==> config.mk <==
export PLATFORM = sky130hd
export DESIGN_NAME = if_fetch_stage
export DESIGN_NICKNAME = d
export VERILOG_FILES = /design/src/rtl/rv32_pkg.sv /design/src/rtl/if_fetch_stage_if_id_register.sv /design/src/rtl/if_fetch_stage.sv
export SDC_FILE = /design/constraint.sdc
export NUM_CORES = 1
export LEC_CHECK = 0
export ABC_AREA = 1
export CORE_MARGIN = 3
export CORE_UTILIZATION = 48
export DETAILED_ROUTE_END_ITERATION = 10
export GPL_TIMING_DRIVEN = 0
export PLACE_DENSITY_LB_ADDON = 0.15
export REMOVE_ABC_BUFFERS = 1
export SKIP_LAST_GASP = 1
export SLEW_MARGIN = 5
export SYNTH_ARGS = -nofsm -noshare
export SYNTH_HDL_FRONTEND = slang
export SYNTH_SLANG_ARGS = --single-unit
==> constraint.sdc <==
create_clock -name clk -period 2.2 [get_ports clk]
set_clock_uncertainty 0.05 [all_clocks]
set_input_delay 0.22 -clock clk [delete_from_list [all_inputs] [get_ports clk]]
set_output_delay 0.22 -clock clk [all_outputs]
set_load 0.05 [all_outputs]
==> src/rtl/rv32_pkg.sv <==
// Shared RV32IM pipeline definitions.
//   XLEN            - datapath width
//   NOP_INSTRUCTION - canonical bubble (addi x0, x0, 0)
//   if_state_t      - fetch-stage FSM states
package rv32_pkg;

    localparam int XLEN = 32;

    localparam logic [XLEN-1:0] NOP_INSTRUCTION = 32'h0000_0013;

    // FETCH   : request outstanding at pc, result goes to IF/ID (or skid)
    // DISCARD : finishing an access that a redirect made obsolete
    // HELD    : instruction parked in the skid buffer, read port idle
    typedef enum logic [1:0] {
        FETCH   = 2'd0,
        DISCARD = 2'd1,
        HELD    = 2'd2
    } if_state_t;

endpackage

==> src/rtl/if_fetch_stage_if_id_register.sv <==
// IF/ID pipeline register.
//   clk, rst      - clock, synchronous active-high reset (loads a bubble)
//   load          - capture pc / pc_plus4 / instruction as a valid entry
//   bubble        - load a NOP with valid low (wins over load)
//   pc, pc_plus4, instruction - incoming entry
//   if_*          - registered entry seen by decode
// With neither load nor bubble asserted the register holds.
module if_id_register
    import rv32_pkg::*;
(
    input  logic            clk,
    input  logic            rst,
    input  logic            load,
    input  logic            bubble,
    input  logic [XLEN-1:0] pc,
    input  logic [XLEN-1:0] pc_plus4,
    input  logic [XLEN-1:0] instruction,
    output logic [XLEN-1:0] if_pc,
    output logic [XLEN-1:0] if_pc_plus4,
    output logic [XLEN-1:0] if_instruction,
    output logic            if_valid
);

    logic [XLEN-1:0] pc_reg;
    logic [XLEN-1:0] pc_plus4_reg;
    logic [XLEN-1:0] instruction_reg;
    logic            valid_reg;

    always_ff @(posedge clk) begin
        if (rst || bubble) begin
            pc_reg          <= '0;
            pc_plus4_reg    <= '0;
            instruction_reg <= NOP_INSTRUCTION;
            valid_reg       <= 1'b0;
        end else if (load) begin
            pc_reg          <= pc;
            pc_plus4_reg    <= pc_plus4;
            instruction_reg <= instruction;
            valid_reg       <= 1'b1;
        end
    end

    assign if_pc          = pc_reg;
    assign if_pc_plus4    = pc_plus4_reg;
    assign if_instruction = instruction_reg;
    assign if_valid       = valid_reg;

endmodule

==> src/rtl/if_fetch_stage.sv <==
// Instruction-fetch stage: program counter, instruction-memory read port,
// skid buffer for stalls and redirect handling, feeding the IF/ID register.
//   clk, rst       - clock, synchronous active-high reset
//   stall          - hold IF/ID and freeze the PC
//   branch_taken   - single-cycle redirect request from EX
//   branch_target  - redirect address (low two bits ignored)
//   imem_busywait  - memory access still in progress
//   imem_readdata  - instruction word returned by memory
//   imem_read      - read request
//   imem_address   - read address
//   if_pc, if_pc_plus4, if_instruction, if_valid - IF/ID contents
module if_fetch_stage
    import rv32_pkg::*;
#(
    parameter logic [XLEN-1:0] RESET_PC = 32'h0000_0000
) (
    input  logic            clk,
    input  logic            rst,
    input  logic            stall,
    input  logic            branch_taken,
    input  logic [XLEN-1:0] branch_target,
    input  logic            imem_busywait,
    input  logic [XLEN-1:0] imem_readdata,
    output logic            imem_read,
    output logic [XLEN-1:0] imem_address,
    output logic [XLEN-1:0] if_pc,
    output logic [XLEN-1:0] if_pc_plus4,
    output logic [XLEN-1:0] if_instruction,
    output logic            if_valid
);

    if_state_t       state_reg, state_next;
    logic [XLEN-1:0] pc_reg, pc_next;
    logic [XLEN-1:0] redirect_pc_reg, redirect_pc_next;
    logic [XLEN-1:0] skid_instr_reg, skid_instr_next;
    logic [XLEN-1:0] skid_pc_reg, skid_pc_next;

    logic            ifid_load;
    logic            ifid_bubble;
    logic [XLEN-1:0] ifid_pc;
    logic [XLEN-1:0] ifid_instr;
    logic [XLEN-1:0] pc_plus4;
    logic [XLEN-1:0] target_aligned;
    logic            access_in_flight;

    assign pc_plus4         = pc_reg + 32'd4;
    assign target_aligned   = branch_target & ~32'h3;
    // A request is outstanding in FETCH and DISCARD; it is still running
    // while busywait is high and must be allowed to finish undisturbed.
    assign access_in_flight = (state_reg != HELD) && imem_busywait;

    // The PC is never touched while an access is running (a redirect goes
    // to redirect_pc instead), so the address stays stable until completion.
    assign imem_read    = (state_reg != HELD);
    assign imem_address = pc_reg;

    always_ff @(posedge clk) begin
        if (rst) begin
            state_reg       <= FETCH;
            pc_reg          <= RESET_PC;
            redirect_pc_reg <= RESET_PC;
            skid_instr_reg  <= NOP_INSTRUCTION;
            skid_pc_reg     <= '0;
        end else begin
            state_reg       <= state_next;
            pc_reg          <= pc_next;
            redirect_pc_reg <= redirect_pc_next;
            skid_instr_reg  <= skid_instr_next;
            skid_pc_reg     <= skid_pc_next;
        end
    end

    always_comb begin
        state_next       = state_reg;
        pc_next          = pc_reg;
        redirect_pc_next = redirect_pc_reg;
        skid_instr_next  = skid_instr_reg;
        skid_pc_next     = skid_pc_reg;
        ifid_load        = 1'b0;
        ifid_bubble      = 1'b0;
        ifid_pc          = pc_reg;
        ifid_instr       = imem_readdata;

        if (branch_taken) begin
            // Wrong-path work is thrown away even under stall.
            ifid_bubble     = 1'b1;
            skid_instr_next = NOP_INSTRUCTION;
            skid_pc_next    = '0;
            if (access_in_flight) begin
                redirect_pc_next = target_aligned;
                state_next       = DISCARD;
            end else begin
                pc_next    = target_aligned;
                state_next = FETCH;
            end
        end else begin
            unique case (state_reg)
                FETCH: begin
                    if (!imem_busywait) begin
                        pc_next = pc_plus4;
                        if (stall) begin
                            skid_instr_next = imem_readdata;
                            skid_pc_next    = pc_reg;
                            state_next      = HELD;
                        end else begin
                            ifid_load = 1'b1;
                        end
                    end else if (!stall) begin
                        ifid_bubble = 1'b1;
                    end
                end
                DISCARD: begin
                    if (!stall) begin
                        ifid_bubble = 1'b1;
                    end
                    if (!imem_busywait) begin
                        pc_next    = redirect_pc_reg;
                        state_next = FETCH;
                    end
                end
                HELD: begin
                    if (!stall) begin
                        ifid_load  = 1'b1;
                        ifid_pc    = skid_pc_reg;
                        ifid_instr = skid_instr_reg;
                        state_next = FETCH;
                    end
                end
                default: begin
                    state_next = FETCH;
                end
            endcase
        end
    end

    if_id_register u_if_id_register (
        .clk            (clk),
        .rst            (rst),
        .load           (ifid_load),
        .bubble         (ifid_bubble),
        .pc             (ifid_pc),
        .pc_plus4       (ifid_pc + 32'd4),
        .instruction    (ifid_instr),
        .if_pc          (if_pc),
        .if_pc_plus4    (if_pc_plus4),
        .if_instruction (if_instruction),
        .if_valid       (if_valid)
    );

endmodule

==> results.cfg <==
[grt]
antenna_found_initial = 2
grt_pass1_vias = 11100
overflow = 0
grt_pass1_wl_mm = 56.8
grt_usage_pct = 26.4
grt_max_degree = 71

[floorplan]
dieWidth_um = 160
fp.dieH_um = 160
core-area_um2 = 22900
ioPinCount = 199
die_area_um2 = 25500
start_util_pct = 49.5
fp-row-count = 55

[worst_setup_path]
critPathArrivalTime_ns = 2.57
crit_path_frequent_cell = nand2_4
end_kind = flip-flop
r2r_setup_slack_ns = -0.003
path_delay_family = simple AND/OR/NAND/NOR gates
crit_type = flip-flop to flip-flop
crit-reg2reg-launch = state_reg[1]
worstRegToRegCells = 16
path_cells = nand2_8 > nor2_4 > buf_12 > nand2_4 > nand2_4 > ha_4 > nand2_4 > nor2_4 > nand2_4 > nor2_4 > buf_6 > nand2_2 > nand3_1 > nand3_1 > nand2_1 > inv_1
worst-endpoint-required_ns = 2.57
crit_buf_inv = 3
r2r_end = u_if_id_register.if_pc_plus4[22]
startpoint_type = flip-flop
path_max_fanout = 7
slowest_stage = dfxtp_4
slowest_delay_ns = 0.40

[routing]
num_vias = 12000
dr_wl_met3_mm = 2.42
ant_nets = 0
first_pass_iters = 5
top_layer_used = met5
wl_per_cell_um = 16.5
drt_iter0_drc = 924
drc_errors = 0
drt-total-wl_mm = 36.4
viasPerCell = 5.46
wl_met2_mm = 16.8
met1_length_mm = 16.0

[placement]
portBuffers = 194
place_ws_ns = -3.60
dp_hpwl_mm = 22.2
gp_congestion = 0.877

[yosys]
avgSynthCellArea_um2 = 6.71
yosysUniqueCellTypes = 42
synthMuxAreaShare_pct = 2.56
synth_compound_area_share_pct = 17.1
synth_top_family_by_area = simple AND/OR/NAND/NOR gates
synth_warnings = 0
yosysSeqAreaShare_pct = 39.0
synth-edff-count = 0
syn_inst = 1691
synth_xor_xnor_area_share_pct = 1.85
ys.flop_type = dfxtp_1
ys_ff_latch = 221
synthAdderAreaFrac_pct = 0.221
synthSimpleGateAreaFrac_pct = 30.8
ys_async_sr_fraction_pct = 0
synthesis.area_um2 = 11300

[timing]
rsz0062_at_grt = yes
finalCriticalPeriod_ns = 2.20
worst_slew_pin_slew_ns = 0.600
setup_viol = 1
finalHoldViolCount = 0
fmax_mhz = 454
slew_viol_final = 0
slew_headroom_pct = 59.9
fin_ws_ns = -0.00301
fin_crit_sh_pct = 100

[hold_path]
hold_depth = 2
hold_start = rst
hold_class = primary input to flip-flop
hold_end = imem_address[20]

[power]
p_per_area_nw_per_um2 = 657
internal-power_mw = 7.25
swShare_pct = 28.2
power.leakage_nw = 6.10
p_total_mw = 10.1
p_comb_share_pct = 15.5
p_switching_mw = 2.85
seqPwrFrac_pct = 42.4
ir_worst_vdd_mv = 0.518
pwr-share-clk_pct = 42.1

[clock_tree]
cts_made_buffers = 25
cts.sinks = 221
cts.reportedPaths.clkPinSlew_ns = 0.06
clockBufferDepth = 3
cts_hold_buf = 0
h-tree-depth = 1
cts_tree = yes
clkLatencyLatePin_ns = 0.53
cts_root_buf = clkbuf_16

[final_layout]
diodes = 0
drive_above_1_share_pct = 12.1
fillers = 2027
num-nets-final = 1945
synthToLayoutAreaGrowth_pct = 35.5

[status]
status = complete, but fails checks
violations = setup timing

[flow_run]
maxCapViolations = 0
## per-layer routing
metal,vias up,global-route usage (%)
met5,-,0
met4,4,8.20
met3,96,4.57
met2,473,44.6
met1,5552,34.5
li1,5919,-
## final cells by class
type / instances / area (um2) / share of cell area [%]
Timing Repair Buffer: 272 / 2880 / 18.8
Timing Repair inverter: 1 / 7.51 / 0.0488
Sequential cell: 221 / 4440 / 28.9
Clock buffer: 40 / 782 / 5.09
Tap cell: 313 / 392 / 2.55
Clock inverter: 6 / 61.3 / 0.399
Inverter: 109 / 467 / 3.04
Multi-Input combinational cell: 1244 / 6340 / 41.2
## how the worst max path moves through the flow
| stage | start | end | slack (ns) | cells after the start |
|---|---|---|---|---|
| finish | state_reg[1] | u_if_id_register.if_pc_plus4[22] | -0.003 | 16 |
| global route | skid_pc_reg[3] | u_if_id_register.if_pc_plus4[22] | -0.09 | 15 |
| CTS | state_reg[0] | u_if_id_register.if_pc_plus4[22] | -0.02 | 15 |
| detailed placement | branch_taken | u_if_id_register.if_pc_plus4[10] | -3.60 | 7 |
| global placement | stall | u_if_id_register.if_pc_plus4[12] | -10.22 | 8 |
| floorplan | branch_taken | u_if_id_register.if_instruction[0] | -3.41 | 7 |
## synth_stat cells (4+ instances only)
library cell	instances	area (um2)
inv_1	101	379
a211oi_1	41	308
mux2i_1	29	290
buf_2	11	55.1
a31oi_1	9	56.3
buf_1	11	41.3
dfxtp_1	221	4420
a21oi_1	138	691
o21ai_0	104	521
buf_4	12	90.1
nor2_1	188	706
buf_6	5	56.3
o211ai_1	34	255
nor3_1	11	55.1
nand2_1	507	1900
inv_2	4	15.0
xor2_1	15	131
xnor2_1	9	78.8
nand4_1	36	225
clkbuf_1	82	308
nor2_4	5	56.3
o21bai_1	7	52.6
nor2_2	5	31.3
nand2_2	14	87.6
nand3_1	68	340
clkinv_1	4	15.0
## timing repair
item | in CTS | in global routing
setup endpoints to repair | 237 | 40
setup buffers | 37 | 19
gates resized for setup | 80 | 71
pin swaps | 12 | 28
gates cloned | 7 | 1
## cell families (layout without fill, tap and decap cells)
kind of cell | after synthesis | in the layout
AND/OR/NAND/NOR | 844 | 846
AO/OA/AOI/OAI | 340 | 341
buffers and inverters | 230 | 428
flip-flops | 221 | 221
multiplexers | 29 | 29
XOR/XNOR | 24 | 24
adder cells (fa/ha/maj) | 2 | 2
other | 1 | 2
## through the flow
| step | cell area [um2] | setup TNS [ns] | utilization (%) | hold slack, ns | instances |
|---|---|---|---|---|---|
| after floorplan | 10800 | -464.99 | - | 0.239 | 1571 |
| after global placement | 13100 | -1406.90 | 57.3 | 0.383 | 2078 |
| after detailed placement | 13500 | -478.75 | 59.0 | 0.388 | 2096 |
| after CTS | 15000 | -0.0669 | 65.4 | 0.0539 | 2186 |
| after global routing | 15400 | -0.838 | 67.1 | 0.0819 | 2206 |
| final | 15400 | -0.00301 | 67.1 | 0.0755 | 2206 |
## layout by cell type, fill, tap and decap left out, types with 9 or more instances in the layout
master and count:
nor2_1 171, xnor2_1 9, dfxtp_1 213, nand2_2 25, nor2_4 18, nor3_1 10, clkbuf_16 26, nand2_1 484
nand2_4 12, a211oi_1 41, nor2_2 10, clkbuf_8 10, clkdlybuf4s50_1 168, a21oi_1 138, mux2i_1 29, o21ai_0 101
xor2_1 15, a31oi_1 9, o211ai_1 34, inv_1 98, nand3_1 63, buf_4 51, dlygate4sd2_1 13, nand4_1 36
## power groups by stage
stage               sequential, mW  clock (mW)  combinational [mW]
detailed placement            4.36           0                1.41
floorplan                     4.52           0               0.640
global placement              4.36           0                1.36
global route                  4.30        4.46                1.69
CTS                           4.28        4.28                1.49
finish                        4.28        4.25                1.57
Note: power is estimated with default switching activity, not from simulation.
